`config.mk`:
```
export PLATFORM = sky130hd
export DESIGN_NAME = uart_rx
export DESIGN_NICKNAME = d
export VERILOG_FILES = /design/src/rtl/uart_rx.sv
export SDC_FILE = /design/constraint.sdc
export NUM_CORES = 1
export LEC_CHECK = 0
export CORE_UTILIZATION = 45
export CTS_BUF_LIST = sky130_fd_sc_hd__clkbuf_4 sky130_fd_sc_hd__clkbuf_8
export CTS_CLUSTER_DIAMETER = 120
export DETAILED_ROUTE_END_ITERATION = 7
export PLACE_DENSITY = 0.75
export SETUP_SLACK_MARGIN = 0.1
export SLEW_MARGIN = 20
export SYNTH_ARGS = -nofsm -noshare
export SYNTH_HDL_FRONTEND = slang
export SYNTH_SLANG_ARGS = --single-unit
```
`constraint.sdc`:
```
create_clock -name i_clk -period 1.8 [get_ports i_clk]
set_clock_uncertainty 0.2 [all_clocks]
set_input_delay 0.18 -clock i_clk [delete_from_list [all_inputs] [get_ports i_clk]]
set_output_delay 0.18 -clock i_clk [all_outputs]
set_load 0.1 [all_outputs]
```
`src/rtl/uart_rx.sv`:
```
// UART receiver: 2-flop synchronized serial input, oversampled start/data/stop
// detection, LSB-first shift register, one-clock completion pulse with framing status.
module uart_rx #(
    parameter int DATA_BITS  = 8,
    parameter int OVERSAMPLE = 16,
    parameter int SB_TICKS   = 16
) (
    input  logic                 i_clk,
    input  logic                 i_rst_n,
    input  logic                 i_tick,
    input  logic                 i_rx,
    output logic [DATA_BITS-1:0] o_data,
    output logic                 o_rx_done,
    output logic                 o_frame_err
);

    localparam int SMAX = (OVERSAMPLE > SB_TICKS) ? OVERSAMPLE : SB_TICKS;
    localparam int SW   = $clog2(SMAX);
    localparam int NW   = (DATA_BITS > 1) ? $clog2(DATA_BITS) : 1;

    localparam logic [SW-1:0] S_HALF = SW'(OVERSAMPLE/2 - 1);
    localparam logic [SW-1:0] S_BIT  = SW'(OVERSAMPLE - 1);
    localparam logic [SW-1:0] S_STOP = SW'(SB_TICKS - 1);
    localparam logic [NW-1:0] N_LAST = NW'(DATA_BITS - 1);

    typedef enum logic [1:0] {IDLE, START, DATA, STOP} state_t;

    state_t                r_state, w_state_nx;
    logic [SW-1:0]         r_s, w_s_nx;
    logic [NW-1:0]         r_n, w_n_nx;
    logic [DATA_BITS-1:0]  r_shreg, w_shreg_nx;
    logic [DATA_BITS-1:0]  r_data, w_data_nx;
    logic                  r_done, w_done_nx;
    logic                  r_ferr, w_ferr_nx;
    logic                  r_rx_meta, r_rx_s, r_tick_d;
    logic                  w_tk;

    // Line synchronizer and tick edge detect; both load the idle level so reset
    // never looks like a start bit or a fresh tick.
    always_ff @(posedge i_clk) begin
        if (!i_rst_n) begin
            r_rx_meta <= 1'b1;
            r_rx_s    <= 1'b1;
            r_tick_d  <= 1'b1;
        end else begin
            r_rx_meta <= i_rx;
            r_rx_s    <= r_rx_meta;
            r_tick_d  <= i_tick;
        end
    end

    // A tick held high for several clocks counts once.
    assign w_tk = i_tick & ~r_tick_d;

    // State, counters, shift register and output registers.
    always_ff @(posedge i_clk) begin
        if (!i_rst_n) begin
            r_state <= IDLE;
            r_s     <= '0;
            r_n     <= '0;
            r_shreg <= '0;
            r_data  <= '0;
            r_done  <= 1'b0;
            r_ferr  <= 1'b0;
        end else begin
            r_state <= w_state_nx;
            r_s     <= w_s_nx;
            r_n     <= w_n_nx;
            r_shreg <= w_shreg_nx;
            r_data  <= w_data_nx;
            r_done  <= w_done_nx;
            r_ferr  <= w_ferr_nx;
        end
    end

    // Next-state and datapath: start is confirmed at mid-bit, data sampled every
    // full bit after that, stop sampled at the last of its ticks.
    always_comb begin
        w_state_nx = r_state;
        w_s_nx     = r_s;
        w_n_nx     = r_n;
        w_shreg_nx = r_shreg;
        w_data_nx  = r_data;
        w_ferr_nx  = r_ferr;
        w_done_nx  = 1'b0;
        unique case (r_state)
            IDLE: begin
                if (!r_rx_s) begin
                    w_state_nx = START;
                    w_s_nx     = '0;
                end
            end
            START: begin
                if (w_tk) begin
                    if (r_s == S_HALF) begin
                        w_s_nx = '0;
                        w_n_nx = '0;
                        w_state_nx = r_rx_s ? IDLE : DATA;
                    end else begin
                        w_s_nx = r_s + SW'(1);
                    end
                end
            end
            DATA: begin
                if (w_tk) begin
                    if (r_s == S_BIT) begin
                        w_s_nx     = '0;
                        w_shreg_nx = {r_rx_s, r_shreg[DATA_BITS-1:1]};
                        if (r_n == N_LAST) w_state_nx = STOP;
                        else               w_n_nx     = r_n + NW'(1);
                    end else begin
                        w_s_nx = r_s + SW'(1);
                    end
                end
            end
            STOP: begin
                if (w_tk) begin
                    if (r_s == S_STOP) begin
                        w_data_nx  = r_shreg;
                        w_ferr_nx  = ~r_rx_s;
                        w_done_nx  = 1'b1;
                        w_state_nx = IDLE;
                    end else begin
                        w_s_nx = r_s + SW'(1);
                    end
                end
            end
            default: w_state_nx = IDLE;
        endcase
    end

    assign o_data      = r_data;
    assign o_rx_done   = r_done;
    assign o_frame_err = r_ferr;

endmodule

```
; Word-level counts from Yosys, hierarchy flattened
; Cells that the tools add are included.
[word_totals]
out_inout_bits = 10
n_memories = 0
inputBits = 4
wordCells = 64
latch_bits = 0
reg_bits = 30
mem_bits_ro = 0
ram_bits = 0
[classes]
addsub = 2
reduce_logical = 8
div_mod_pow = 0
n_shift = 0
magnitude_cmp = 0
n_mux = 25
n_bitwise = 3
eq_ne = 16
mul = 0
[op_table]
columns = operator, count
row1 = $mux 4, 7
row2 = $ne 2x2->1 const B, 10
row3 = $mux 2, 9
row4 = $pmux 4 s4, 1
row5 = $mux 3, 5
row6 = $reduce_and 3->1, 3
row7 = $pmux 2 s4, 1
row8 = $reduce_and 8->1, 1
row9 = $pmux 3 s2, 1
row10 = $reduce_and 6->1, 1
row11 = $reduce_and 5->1, 1
row12 = $add 4x1->4 const B, 1
row13 = $eq 2x2->1 const B, 2
row14 = $eq 4x3->1 const B, 1
row15 = $eq 4x4->1 const B, 1
row16 = $add 3x1->3 const B, 1
row17 = $eq 3x3->1 const B, 1
row18 = $eq 2x1->1 const B, 1
row19 = $logic_not 2->1, 1
row20 = $not 1->1, 2
row21 = $reduce_bool 2->1, 1
row22 = $and 1x1->1, 1
row23 = $mux 1, 1

; Longest topological paths before layout
; Gate-level depths: netlist of the first run.
[logic_depth]
depth_word = 5
ltp_mapped = 6
ltp_nobuf = 5

; Least setup slack after synthesis of the first run
; OpenSTA, ideal clock, no wires.
[synth_timing]
path_kind = flip-flop to flip-flop
from = register r_s[0]
to = register r_shreg[0]
required_ns = 1.486
t_arrival_ns = 1.486
period_less_slack_ns = 1.800
setup_time_ns = 0.114
stages_incl_launch_ff = 6
slack_ns = 0.000
cell_sequence = dfxtp_1 > ha_1 > nand2_2 > nor4_4 > mux2i_1 > nor2_1
[synth_between]
elab_chain_cells = 2
[synth_lines]
columns = element, line_no
row1 = "start, declared", 29  ; logic [SW-1:0] r_s, w_s_nx;
row2 = "start signal, assigned", 67  ; r_s <= w_s_nx;
row3 = $eq 4x4->1, 106  ; if (r_s == S_BIT) begin
row4 = $reduce_and 3->1 (no line), -
row5 = "end signal, assigned", 69  ; r_shreg <= w_shreg_nx;
row6 = "end, declared", 31  ; logic [DATA_BITS-1:0] r_shreg, w_shreg_nx;
; Every way passes these cells.
; A chain may end at the register's enable or synchronous reset.

; Final worst setup path of the first run
[layout_timing]
from = register r_s[1]
to = register r_state[0]
[layout_between]
elab_chain_cells = 3
elab_cells_between_ends = 6
classes_between = eq/ne (5) / reduce/logical (1)
[layout_lines]
columns = element, line_no
row1 = $eq 4x4->1 / $eq 4x3->1 (equally long branches), "106, 118, 95"
row2 = $ne 2x2->1 (no line), -
row3 = $reduce_and 8->1 (no line) (*), -
row4 = "end signal, assigned", 66  ; r_state <= w_state_nx;
row5 = "end, declared", 28  ; state_t r_state, w_state_nx;
; Mark *: on every way between the ends. The rest lies on a longest branch, timed or not.

==> reports/results.ini, run 1 <==
[outcome]
result_of_the_run = finished clean

[floorplan]
start_util_pct = 47.7
floorplan.die.width_um = 56.3
core_area_mm2 = 0.00278
die_h_um = 56.3
total_die_area_mm2 = 0.00317
boundaryPins = 14
rows = 19

[routing]
final_routed_drc_violation_total = 0
initialDrtViolationCount = 19
detail_route.wl_per_cell_um = 13.3
antenna_violating_nets_post_route = 0
totalWireLength_mm = 2.48
vias_per_cell = 5.42
drt_first_pass_iters = 4
num_vias = 1013

[layout]
fillerInstances = 222
antennaDiodeCount = 0
finalCoreUtilization_pct = 62.7
multi_input_area_um2 = 672
final-instance-count-excl-fill = 187
syn2layout_area_growth_pct = 31.4
finish.instance_area_mm2 = 0.00174
design.final.nets = 163
regArea_um2 = 607
drive_gt1_share_pct = 28.2

[synth]
most_frequently_used_cell_type_in_the_post_synthesis_netlist = sky130_fd_sc_hd__dfxtp_1
netlist.area_leader.share_pct = 45.3
asyncSetResetFlopFracSynth_pct = 0
synth_top_cell_by_area = sky130_fd_sc_hd__dfxtp_1
count_of_state_elements_after_synthesis = 30
mappedNetlistArea_mm2 = 0.00133
main_area_contributors_after_synthesis = sky130_fd_sc_hd__dfxtp_1 (45%), sky130_fd_sc_hd__mux2i_1 (15%), sky130_fd_sc_hd__nor2_1 (5.7%)
synth.yosys.seq_area_share_pct = 45.3
syn_inst = 132
synthesis.nets = 139
netlist_top_cells_count = sky130_fd_sc_hd__dfxtp_1 (30), sky130_fd_sc_hd__mux2i_1 (20), sky130_fd_sc_hd__nor2_1 (20)
synth_top_flop_cell = sky130_fd_sc_hd__dfxtp_1
synthDistinctLibCells = 39
syn_area_per_cell_um2 = 10.0
synth_warnings = 0
number_of_enable_flip_flop_cells_after_synthesis = 0

[global_routing]
grt_pass1_vias = 996
grt_max_degree = 21
global_route.overflow_total = 0
grt_first_pass_wirelength_mm = 4.33
total_global_routing_track_utilization_pct = 17.8
antenna_violations_before_repair = 0

[setup_path]
worst-r2r-setup-slack_ns = 0.13
timing.setup.critical_path_class = reg -> reg
crit_chain = ha_4, and4b_2, buf_4, and3_1, o21ai_0, a21oi_1
cp-endpoint = r_state[0]$_SDFFE_PN0P_
launching_element_of_the_worst_setup_path = r_s[1]$_SDFFE_PN0P_
timing.critical_path.fanout_max = 6
cpMaxStageDelayCell = sky130_fd_sc_hd__dfxtp_2
worstPathRequired_ns = 1.82
cp_slowest_stage_delay_ns = 0.34
critical_path_cell_count = 6
cells_on_worst_reg2reg_path = 6
worst-endpoint-arrival_ns = 1.70
crit_end_category = flop
ff_to_ff_start = r_s[1]$_SDFFE_PN0P_
timing.critical_path.buf_inv = 1
path_delay_family = simple AND/OR/NAND/NOR gates
startpoint_type = flop
regToRegEndpoint = r_state[0]$_SDFFE_PN0P_

[power_and_ir_drop]
worst_ir_drop_vdd_mv = 0.714
p_total_mw = 1.27
seqPwrFrac_pct = 53.0
power.density_mw_per_mm2 = 730
switching_power_mw = 0.257
leakage_nw = 0.715
power.share.switching_pct = 20.2
internal_power_mw = 1.01
pwr-share-comb_pct = 4.1
clock_power_share_pct = 42.9

[job]
drv.max_cap_violation_count = 0

[placement]
buffer_ports.inserted = 13
half_perimeter_wire_length_of_the_detailed_placement_result_mm = 1.81
placed_cell_area_mm2 = 0.00163
instance_count_after_placement_with_tap_cells_included = 179
place_congestion = 0.905

[timing]
grt_setup_unrepaired = true
slew-limit-headroom_pct = 76.8
worst_slew_pin_slew_ns = 0.348
fin_hold_ws_ns = 0.214
slew_violations = 0
hold_viol = 0
post-route-period-util_pct = 92.9
setup_viol = 0
max_clock_freq_mhz = 598
min_period_ns = 1.67

[clock_tree]
numCtsBuffers = 5
max-clock-path-buffers = 2
htree_num_levels = 2
cts.sink_count = 30
cts_root_buffer = sky130_fd_sc_hd__clkbuf_4
clock_pin_transition_on_the_worst_setup_and_hold_timing_paths_ns = 0.09
worstSkewPairLatency_ns = 0.33
clock_tree_from_tritoncts = done

[hold_path]
hold_path.class = in -> reg
hold_depth = 2

stage by stage:
| step | setup slack [ns] | setup TNS, ns |
|---|---|---|
| 2_1_floorplan | 0.100 | 0 |
| 3_3_place_gp | -0.0579 | -0.303 |
| 3_5_place_dp | -0.0794 | -1.03 |
| 4_1_cts | 0.111 | 0 |
| 5_1_grt | 0.0755 | 0 |
| 6_report | 0.127 | 0 |
power by group through the flow:
stage | registers [mW] | logic [mW] | clock network, mW
6_report | 0.673 | 0.0522 | 0.546
5_1_grt | 0.675 | 0.0574 | 0.590
4_1_cts | 0.673 | 0.0520 | 0.557
3_5_place_dp | 0.688 | 0.0507 | 0
3_3_place_gp | 0.689 | 0.0486 | 0
2_1_floorplan | 0.686 | 0.0367 | 0
how the worst min path moves through the flow:
stage / start / to / slack [ns]
after floorplan: i_rst_n / r_tick_d$_SDFF_PN1_ / 0.05
after global placement: r_rx_meta$_SDFF_PN1_ / r_rx_s$_SDFF_PN1_ / 0.19
after detailed placement: r_rx_meta$_SDFF_PN1_ / r_rx_s$_SDFF_PN1_ / 0.20
after CTS: i_rx / r_rx_meta$_SDFF_PN1_ / 0.21
after global routing: i_rx / r_rx_meta$_SDFF_PN1_ / 0.23
final: i_rx / r_rx_meta$_SDFF_PN1_ / 0.21
layout make-up:
cell class,count,area share [%]
sequential,30,34.8
clock buffer,6,2.94
multi-input combinational,91,38.5
inverter,4,0.861
clock inverter,1,1.72
timing repair buffer,24,18.9
tap,31,2.23
sequential cells by signal, indices dropped and copies added, names as in the netlist, named ones only:
name and count:
r_tick_d 1, r_s 4, o_frame_err 1, o_rx_done 1, r_rx_s 1, r_rx_meta 1, r_shreg 8, o_data 8
r_state 1, r_n 3
per-layer routing:
metal | global-route usage [%] | up-vias | share of wire, %
li1 | - | 511 | -
met1 | 21.1 | 470 | 45
met2 | 28.1 | 24 | 49
met3 | 7.37 | 8 | 4.2
met4 | 8.36 | 0 | 2.0
met5 | 0 | - | 0
layout by cell type (no fill, tap or decap), types with 2 or more instances in the layout:
cell                              netlist  layout
sky130_fd_sc_hd__a22oi_1                2       2
sky130_fd_sc_hd__a32o_1                 2       2
sky130_fd_sc_hd__dfxtp_1               30      25
sky130_fd_sc_hd__mux2i_1               20      20
sky130_fd_sc_hd__nand3_1                3       3
sky130_fd_sc_hd__buf_4                  1       9
sky130_fd_sc_hd__nand2_2                2       2
sky130_fd_sc_hd__nor2_1                20      20
sky130_fd_sc_hd__nand2b_1               4       4
sky130_fd_sc_hd__nor3_1                 2       2
sky130_fd_sc_hd__clkdlybuf4s50_1        0       3
sky130_fd_sc_hd__inv_1                  4       4
sky130_fd_sc_hd__a21oi_1                3       3
sky130_fd_sc_hd__o211ai_1               2       2
sky130_fd_sc_hd__dfxtp_2                0       5
sky130_fd_sc_hd__o21ai_0                2       2
sky130_fd_sc_hd__clkbuf_4               0       5
sky130_fd_sc_hd__buf_12                 0      11
sky130_fd_sc_hd__nand2_1                4       4
sky130_fd_sc_hd__ha_1                   3       2
sky130_fd_sc_hd__nor2b_1                3       3
cell families after synthesis:
group           synth area share [%]
buf+inv                         5.66
flops                           45.3
simple gates                    20.2
fa+ha+maj                       2.83
compound gates                  10.1
mux                             15.9
what timing repair did:
| action | 4_1_cts | 5_1_grt |
|---|---|---|
| resized for setup | 3 | 6 |
| pin swaps | 0 | 1 |
| buffers inserted | 0 | 1 |
| setup endpoints to repair | 12 | 24 |
| hold endpoints to repair | 0 | 0 |
| hold buffers | 0 | 0 |
No activity file was read; power rests on OpenSTA's default activity.
==> run 2, diff against run 1 <==
Settings changed: GPL_ROUTABILITY_DRIVEN from default to 0, SETUP_SLACK_MARGIN 0.1 to 0.3.
==> run 2 against run 1 <==
Net effect:
- worst setup slack better by 0.078 ns
- cell count is 2.1% higher
- register-to-register slack better by 0.08 ns
- fmax is 4.9% higher
- die area stayed put
- utilization is 4.1 points higher
- design area is 6.6% higher
- via count is 5.3% higher
- non-clock buffer count is 3 higher
- flip-flop and latch count stayed put
- combinational power is 17% higher
- clock power is 29% higher
==> reports/results.ini, run 2 (synthesis gave the netlist of run 1 again) <==
[setup_path]
ff_to_ff_start = r_s[1]$_SDFFE_PN0P_  ; unchanged
worst-r2r-setup-slack_ns = 0.21  ; was 0.13 ns
timing.setup.critical_path_class = reg -> reg  ; unchanged
timing.critical_path.fanout_max = 10  ; was 6
worstPathRequired_ns = 1.82  ; about the same
launching_element_of_the_worst_setup_path = r_s[1]$_SDFFE_PN0P_  ; unchanged
regToRegEndpoint = o_data[0]$_SDFFE_PN0P_  ; was r_state[0]$_SDFFE_PN0P_
cells_on_worst_reg2reg_path = 6  ; unchanged
crit_end_category = flop  ; unchanged
worst-endpoint-arrival_ns = 1.62  ; was 1.70 ns
startpoint_type = flop  ; unchanged
cp-endpoint = o_data[0]$_SDFFE_PN0P_  ; was r_state[0]$_SDFFE_PN0P_

[clock_tree]
cts_hold_buf = 0  ; unchanged
htree_num_levels = 2  ; unchanged
cts.sink_count = 30  ; unchanged
max-clock-path-buffers = 2  ; unchanged
cts_root_buffer = sky130_fd_sc_hd__clkbuf_4  ; unchanged
clock_tree_from_tritoncts = done  ; unchanged
clock_pin_transition_on_the_worst_setup_and_hold_timing_paths_ns = 0.09  ; about the same
worstSkewPairLatency_ns = 0.33  ; about the same
numCtsBuffers = 5  ; unchanged

[timing]
slew_violations = 0  ; unchanged
min_period_ns = 1.59  ; was 1.67 ns
setup_viol = 0  ; unchanged
slew-limit-headroom_pct = 81.0  ; was 76.8%
max_clock_freq_mhz = 627  ; was 598 MHz
post-route-period-util_pct = 88.6  ; was 92.9%
worst_slew_pin_slew_ns = 0.284  ; was 0.348 ns
grt_setup_unrepaired = true  ; unchanged
post-route-worst-setup-slack_ns = 0.206  ; was 0.127 ns
hold_viol = 0  ; unchanged
fin_hold_ws_ns = 0.209  ; was 0.214 ns

[floorplan]
rows = 19  ; unchanged
total_die_area_mm2 = 0.00317  ; unchanged
floorplan.die.width_um = 56.3  ; unchanged
boundaryPins = 14  ; unchanged
die_h_um = 56.3  ; unchanged
start_util_pct = 47.7  ; unchanged
core_area_mm2 = 0.00278  ; unchanged

[job]
drv.max_cap_violation_count = 0  ; unchanged

[outcome]
result_of_the_run = finished clean  ; unchanged

[layout]
most_frequent_standard_cell_in_the_layout_excluding_fill_and_tap_cells = sky130_fd_sc_hd__dfxtp_1  ; unchanged
design.final.nets = 166  ; was 163
syn2layout_area_growth_pct = 40.1  ; was 31.4%
antennaDiodeCount = 0  ; unchanged
drive_gt1_share_pct = 35.6  ; was 28.2%
final_cell_mix = sky130_fd_sc_hd__dfxtp_1 (23), sky130_fd_sc_hd__mux2i_1 (20), sky130_fd_sc_hd__nor2_1 (19)  ; was sky130_fd_sc_hd__dfxtp_1 (25), sky130_fd_sc_hd__mux2i_1 (20), sky130_fd_sc_hd__nor2_1 (20)
fillerInstances = 205  ; was 222

[hold_path]
hold_path.class = in -> reg  ; unchanged

[power_and_ir_drop]
worst_ir_drop_vdd_mv = 0.776  ; was 0.714 mV
power.density_mw_per_mm2 = 773  ; was 730 mW/mm2
leakage_nw = 0.763  ; was 0.715 nW

[placement]
pre_cts_slack_ns = -0.0926  ; was -0.0794 ns
half_perimeter_wire_length_of_the_detailed_placement_result_mm = 1.80  ; was 1.81 mm
buffer_ports.inserted = 13  ; unchanged

[routing]
vias_per_cell = 5.59  ; was 5.42
totalWireLength_mm = 2.85  ; was 2.48 mm
antenna_violating_nets_post_route = 0  ; unchanged
final_routed_drc_violation_total = 0  ; unchanged
detail_route.wl_per_cell_um = 14.9  ; was 13.3 um
num_vias = 1067  ; was 1013
drt_first_pass_iters = 4  ; unchanged
initialDrtViolationCount = 26  ; was 19

[global_routing]
total_global_routing_track_utilization_pct = 20.1  ; was 17.8%
global_route.overflow_total = 0  ; unchanged
busiest_layer = met2  ; unchanged
grt_max_degree = 20  ; was 21
grt_pass1_vias = 1069  ; was 996
grt_first_pass_wirelength_mm = 4.80  ; was 4.33 mm
globalRouteMet3Util_pct = 7.14  ; was 7.37%
gr-usage-met1_pct = 21.6  ; was 21.1%
antenna_violations_before_repair = 0  ; unchanged
grt.met2_usage_pct = 35.7  ; was 28.1%

## run 2: cell types whose count changed in the layout (fill, tap and decap cells not counted), sizes merged
cell and change:
buf +3, bufinv +1
## run 2: report_power, final
part	internal, mW	leakage [nW]	switching [mW]	total, mW
Clock	0.470	0.0585	0.235	0.705
Sequential	0.662	0.247	0.00767	0.669
Combinational	0.0288	0.457	0.0325	0.0613
Total	1.16	0.763	0.275	1.44
## run 2: how the worst min path moves through the flow
stage / start / to / cells after the start
floorplan: i_rst_n / r_tick_d$_SDFF_PN1_ / 1
global placement: r_rx_meta$_SDFF_PN1_ / r_rx_s$_SDFF_PN1_ / 1
detailed placement: r_rx_meta$_SDFF_PN1_ / r_rx_s$_SDFF_PN1_ / 1
global route: i_rx / r_rx_meta$_SDFF_PN1_ / 2
CTS: i_rx / r_rx_meta$_SDFF_PN1_ / 2
finish: i_rx / r_rx_meta$_SDFF_PN1_ / 2
## run 2: critical path, cell delays in order, from the launching register on
cell and delay, ns:
sky130_fd_sc_hd__dfxtp_4 0.36, sky130_fd_sc_hd__ha_4 0.18, sky130_fd_sc_hd__and4b_2 0.22, sky130_fd_sc_hd__nand4_1 0.09, sky130_fd_sc_hd__buf_6 0.18, sky130_fd_sc_hd__mux2i_1 0.21
sky130_fd_sc_hd__nor2_1 0.05
## run 2: timing repair
item,CTS,global route
endpoints found under the setup margin,26,26
endpoints found under the hold margin,0,0
pin swaps,9,7
setup buffers,5,0
gates resized for setup,21,3
## run 2: area by class of cell
type                            count  area [um2]  area share [%]
Inverter                            4        15.0           0.808
Clock buffer                        6        51.3            2.76
Sequential cell                    30         622            33.5
Tap cell                           31        38.8            2.09
Timing Repair Buffer               27         343            18.5
Clock inverter                      2        60.1            3.23
Multi-Input combinational cell     91         728            39.2
## run 2: per-layer routing
metal | routed length [um] | part of all wire, % | vias to the layer above
met5 | 0 | 0 | -
met4 | 35 | 1.2 | 0
met3 | 113 | 4.0 | 4
met2 | 1510 | 53 | 28
met1 | 1190 | 42 | 513
li1 | - | - | 522
## run 2: stage by stage
stage / cell area [um2] / instances / utilization, % / power, mW / TNS (ns)
finish: 1860 / 191 / 66.8 / 1.44 / 0
global route: 1860 / 191 / 66.8 / 1.49 / 0
CTS: 1840 / 191 / 66.1 / 1.45 / 0
detailed placement: 1640 / 178 / 58.8 / 0.744 / -0.769
global placement: 1640 / 178 / 58.8 / 0.741 / -0.0308
floorplan: 1370 / 132 / - / 0.725 / 0
